**src/rtl/vga_out_stage.sv**
```systemverilog
// VGA output stage: aligns sync/DE to the colour pipeline, reduces each colour
// channel to panel width (truncate / round / 2x2 dither) and registers all pins.
module vga_out_stage #(
   parameter int unsigned IN_W     = 8,
   parameter int unsigned R_W      = 5,
   parameter int unsigned G_W      = 6,
   parameter int unsigned B_W      = 5,
   parameter int unsigned SYNC_DLY = 1,
   parameter logic        SYNC_ACT = 1'b0
) (
   input  logic            pix_clk,
   input  logic            pix_rstn,
   input  logic [1:0]      mode,
   input  logic            in_hsync,
   input  logic            in_vsync,
   input  logic            in_de,
   input  logic [IN_W-1:0] in_r,
   input  logic [IN_W-1:0] in_g,
   input  logic [IN_W-1:0] in_b,
   output logic            vga_hsync,
   output logic            vga_vsync,
   output logic            vga_de,
   output logic [R_W-1:0]  vga_r,
   output logic [G_W-1:0]  vga_g,
   output logic [B_W-1:0]  vga_b,
   output logic            frame_start
);

   localparam logic [1:0] MODE_TRUNC  = 2'b00;
   localparam logic [1:0] MODE_ROUND  = 2'b01;
   localparam logic [1:0] MODE_DITHER = 2'b10;

   logic       d_hs, d_vs, d_de;
   logic       x0, y0;
   logic [1:0] mode_q;
   logic [1:0] bayer;
   logic       vs_edge, de_fall;

   generate
      if (SYNC_DLY == 0) begin : g_nodly
         assign d_hs = in_hsync;
         assign d_vs = in_vsync;
         assign d_de = in_de;
      end else begin : g_dly
         logic [SYNC_DLY-1:0] hs_sr, vs_sr, de_sr;
         always_ff @(posedge pix_clk) begin
            if (!pix_rstn) begin
               hs_sr <= {SYNC_DLY{~SYNC_ACT}};
               vs_sr <= {SYNC_DLY{~SYNC_ACT}};
               de_sr <= '0;
            end else begin
               for (int unsigned i = SYNC_DLY - 1; i > 0; i--) begin
                  hs_sr[i] <= hs_sr[i-1];
                  vs_sr[i] <= vs_sr[i-1];
                  de_sr[i] <= de_sr[i-1];
               end
               hs_sr[0] <= in_hsync;
               vs_sr[0] <= in_vsync;
               de_sr[0] <= in_de;
            end
         end
         assign d_hs = hs_sr[SYNC_DLY-1];
         assign d_vs = vs_sr[SYNC_DLY-1];
         assign d_de = de_sr[SYNC_DLY-1];
      end
   endgenerate

   // The registered outputs double as the previous-cycle copies of d_vs / d_de.
   assign vs_edge = (d_vs == SYNC_ACT) && (vga_vsync != SYNC_ACT);
   assign de_fall = vga_de && !d_de;
   assign bayer   = {x0 ^ y0, y0};

   // Result is right-aligned in the low w bits; D=0 falls out as pass-through.
   function automatic logic [IN_W-1:0] reduce(input logic [IN_W-1:0] v,
                                               input int unsigned     w,
                                               input logic [1:0]      m,
                                               input logic [1:0]      bay);
      int unsigned   d;
      logic [IN_W:0] off, s;
      d   = IN_W - w;
      off = '0;
      case (m)
         MODE_ROUND:
            if (d >= 1) off = {{IN_W{1'b0}}, 1'b1} << (d - 1);
         MODE_DITHER:
            if (d >= 2)      off = {{(IN_W-1){1'b0}}, bay} << (d - 2);
            else if (d == 1) off[0] = bay[1];
         MODE_TRUNC: off = '0;
         default:    off = '0;
      endcase
      s = {1'b0, v} + off;
      if (s[IN_W]) return {IN_W{1'b1}} >> d;
      return s[IN_W-1:0] >> d;
   endfunction

   always_ff @(posedge pix_clk) begin
      if (!pix_rstn) begin
         vga_hsync   <= ~SYNC_ACT;
         vga_vsync   <= ~SYNC_ACT;
         vga_de      <= 1'b0;
         vga_r       <= '0;
         vga_g       <= '0;
         vga_b       <= '0;
         frame_start <= 1'b0;
         mode_q      <= MODE_TRUNC;
         x0          <= 1'b0;
         y0          <= 1'b0;
      end else begin
         vga_hsync   <= d_hs;
         vga_vsync   <= d_vs;
         vga_de      <= d_de;
         frame_start <= vs_edge;
         if (d_de) begin
            vga_r <= R_W'(reduce(in_r, R_W, mode_q, bayer));
            vga_g <= G_W'(reduce(in_g, G_W, mode_q, bayer));
            vga_b <= B_W'(reduce(in_b, B_W, mode_q, bayer));
         end else begin
            vga_r <= '0;
            vga_g <= '0;
            vga_b <= '0;
         end
         if (vs_edge) mode_q <= mode;
         x0 <= d_de & ~x0;
         if (vs_edge)      y0 <= 1'b0;
         else if (de_fall) y0 <= ~y0;
      end
   end

endmodule

```
**config.mk**
```make
export PLATFORM = sky130hd
export DESIGN_NAME = vga_out_stage
export DESIGN_NICKNAME = d
export VERILOG_FILES = /design/src/rtl/vga_out_stage.sv
export SDC_FILE = /design/constraint.sdc
export NUM_CORES = 1
export LEC_CHECK = 0
export ABC_AREA = 0
export CAP_MARGIN = 20
export CORE_MARGIN = 2
export CORE_UTILIZATION = 40
export CTS_CLUSTER_DIAMETER = 100
export DETAILED_ROUTE_END_ITERATION = 16
export GPL_TIMING_DRIVEN = 1
export HOLD_SLACK_MARGIN = 0.08
export PLACE_DENSITY_LB_ADDON = 0.3
export SLEW_MARGIN = 20
export SYNTH_ARGS = -nofsm -noshare
export SYNTH_HDL_FRONTEND = slang
export SYNTH_SLANG_ARGS = --single-unit
```
**constraint.sdc**
```tcl
create_clock -name pix_clk -period 5.1 [get_ports pix_clk]
set_input_delay 1.02 -clock pix_clk [delete_from_list [all_inputs] [get_ports pix_clk]]
set_output_delay 1.02 -clock pix_clk [all_outputs]
set_load 0.005 [all_outputs]
```
==> summary.md <==
| Metric | Value |
|---|---|
| H-tree Lvls | `1` |
| Pin count of the biggest net entering global routing | `15` |
| Number of flops mapped to enable cells by yosys | `0` |
| DR WL/cell | `11.84 µm` |
| Proportion of netlist area held by the largest area contributor | `46.70%` |
| Post-Synthesis Cell Area | `1157 µm²` |
| Max incr delay on CP | `0.50 ns` |
| Starting DRT DRC Count | `19` |
| Achievable frequency | `403.8 MHz` |
| Routed WL | `2487 µm` |
| Outcome | `finished, final reports clean` |
| Final Instance Area | `1692 µm²` |
| Die Width | `57.79 µm` |
| CTS Root Cell | `clkbuf_4` |
| Period minus WS final | `2.477 ns` |
| TritonCTS buffer count | `3` |
| Clock skew | `0.001582 ns` |
| Diodes inserted | `0` |
| Total number of vias | `1101` |
| Slew Viols, Final | `0` |
| Sink Count | `27` |
| Syn Nets | `162` |
| Post-DR vias/cell | `5.243` |
| Most instantiated cells after synthesis | `dfxtp_1 (27), nor2_1 (15), a21oi_1 (14)` |
| Placed Cells | `206` |
| Worst setup path category | `primary input to flop` |
| Min-Delay Path Class | `flop to flop` |
| Drc violations | `0` |
| Cell Chain, Critical Path | `clkdlybuf4s50_1 -> a32oi_1 -> or4b_1 -> o21ai_2 -> and3_4 -> and3b_1 -> nor3_2` |
| Nets | `213` |
| Initial Util | `41.97%` |
| Drt first pass iters | `4` |
| CP startpoint kind | `primary input` |
| Placed cell area | `1665 µm²` |
| Non-Filler Instances | `210` |
| CORE AREA | `2758 µm²` |
| Fin crit share | `48.56%` |
| Final setup margin | `2.623 ns` |
| RSZ-0062 raised after global routing | `false` |
| Initial antenna violation count | `0` |
| Clock-pin slew of the registers on the worst-case setup and hold paths | `0.13 ns` |
| Leading area contributor after synthesis | `dfxtp_1` |
| FF+latch count, synth | `27` |
| Worst EP required | `5.30 ns` |
| Worst Setup EP | `vga_r[3]` |
| Final setup viols | `0` |
| Most common cell in the netlist | `dfxtp_1` |
| Ys Warns | `0` |
| WP data arrival | `2.67 ns` |
| Largest fanout on the critical path | `6` |
| Mapped Avg Cell Area | `8.972 µm²` |
| Crit path from | `in_r[1]` |
| IO Port Bufs | `48` |
| Sequential fraction of the synthesis area | `46.70%` |
| CTS tree | `done` |
| ANT nets after route | `0` |
| Area growth from synthesis to layout | `46.16%` |
| Synth Flop Type | `dfxtp_1` |
| Clk_lat worst skew | `0.30 ns` |
| Longest Clk Path Bufs | `2` |
| Post CTS Setup Buffer Count | `0` |
| Netlist cell types | `37` |
| Gr usage total | `16.29%` |
| Share of cells above drive strength 1 | `5.587%` |
| PD cells | `218.1 nW/µm²` |
| CP endpoint kind | `flop` |
| Crit-path slowest cell | `or4b_1` |
| Post-layout util | `61.34%` |
| Logic pwr share | `16.5%` |
| Internal | `0.2852 mW` |
| Cts hold-fix bufs | `0` |
| DP Wirelength | `1978 µm` |
| Switching Share | `22.70%` |
| # IOs | `51` |
| Max VDD drop | `0.1839 mV` |
| Resize count post-CTS | `0` |
| R2r setup slk | `3.05 ns` |
| First-pass GRT wire length | `4333 µm` |
| Setup TNS | `0 ns` |
| Global route overflow | `0` |
| Worst Max-Slew Pin Slew | `0.4701 ns` |
| Max-cap viol count | `0` |
| LEAKAGE | `0.6517 nW` |
| Die Ht | `57.79 µm` |
| Pre-CTS setup slack | `2.275 ns` |
| Flop pwr share | `60.0%` |
| Synth Instances | `129` |
| Placer Congestion | `0.7635` |
| Die Area | `3340 µm²` |
| Vias in the first global route | `1018` |
| Worst r2r path cells | `7` |
| Async SR Flop Fraction | `0%` |
| Power share of the clock group | `23.5%` |
| Reg-to-Reg Start | `mode_q[0]` |
| Synth area leaders | `dfxtp_1 (47%), a21oi_1 (6.1%), nor2_1 (4.9%)` |
| NetSw | `0.08375 mW` |
| FF-to-FF End | `vga_r[3]` |
| Slew margin rel. | `68.58%` |
| Row count | `19` |
| Fin. Hold Viols | `0` |
## how the worst min path moves through the flow
stage | from | to | slack, ns | cells past startpoint
2_1_floorplan | d_hs | vga_hsync | 0.39 | 1
3_3_place_gp | d_hs | vga_hsync | 0.40 | 1
3_5_place_dp | d_hs | vga_hsync | 0.40 | 1
4_1_cts | d_hs | vga_hsync | 0.43 | 1
5_1_grt | d_hs | vga_hsync | 0.45 | 1
6_report | d_hs | vga_hsync | 0.43 | 1
## cells in the final DEF, fill, tap and decap left out, types with 2 or more instances in the layout
cell | netlist | routed
inv_1 | 5 | 5
nand4_1 | 2 | 2
o21ai_0 | 4 | 4
nor2b_1 | 6 | 6
nor3_1 | 3 | 3
a31oi_1 | 5 | 5
nand2b_1 | 4 | 4
dfxtp_1 | 27 | 27
o21bai_1 | 2 | 2
clkdlybuf4s50_1 | 0 | 48
xor2_1 | 2 | 2
nor3b_1 | 3 | 3
nor2_1 | 15 | 15
a21oi_1 | 14 | 14
and3_2 | 2 | 2
nand3_1 | 3 | 3
clkbuf_4 | 0 | 3
a211oi_1 | 2 | 2
nand2_1 | 8 | 8
xnor2_1 | 2 | 2
ha_1 | 2 | 2
## cell type report
type	count	area, µm²
sequential	27	540.5
inverter	5	18.77
timing repair buffer	48	480.5
fill	259	1066
clock buffer	4	26.28
multi-input combinational	95	586.8
tap	31	38.79
## metrics by stage
stage,power (mW),hold slack [ns]
2_1_floorplan,0.2463,0.3863
3_3_place_gp,0.2847,0.3982
3_5_place_dp,0.2866,0.3979
4_1_cts,0.3730,0.4344
5_1_grt,0.3882,0.4489
6_report,0.3689,0.4271
## registers in the layout, indices dropped and copies added, names as in the netlist
name,count
mode_q,2
y0,1
frame_start,1
d_hs,1
vga_hsync,1
vga_b,5
vga_g,6
vga_vsync,1
x0,1
d_de,1
vga_r,5
d_vs,1
vga_de,1
## layer usage
| metal | up-vias | GRT usage (%) | routed length (µm) |
|---|---|---|---|
| met5 | - | 0 | 0 |
| met1 | 506 | 19.58 | 1063 |
| met2 | 31 | 29.55 | 1265 |
| met3 | 2 | 3.348 | 143 |
| met4 | 0 | 3.987 | 14 |
| li1 | 562 | - | - |
## cell families after synthesis
| kind of cell | synth area share, % |
|---|---|
| adders and majority gates | 3.135 |
| xor gates and xnor gates | 3.028 |
| and+or+nand+nor | 26.70 |
| AOI/OAI and AO/OA | 17.84 |
| DFF | 46.70 |
| buffers and inverters | 2.595 |
## power groups by stage
stage / Combinational [mW] / Sequential [mW] / Clock [mW]
2_1_floorplan: 0.0205 / 0.226 / 0
3_3_place_gp: 0.0590 / 0.226 / 0
3_5_place_dp: 0.0606 / 0.226 / 0
4_1_cts: 0.0610 / 0.221 / 0.0906
5_1_grt: 0.0669 / 0.222 / 0.0989
6_report: 0.0609 / 0.221 / 0.0868
## critical path: cells and delay by family
kind | cells | cell delay (ns)
AOI/OAI and AO/OA | 2 | 0.23
and+or+nand+nor | 4 | 0.94
buffers and inverters | 1 | 0.48
Note: power is estimated with default switching activity, not from simulation.
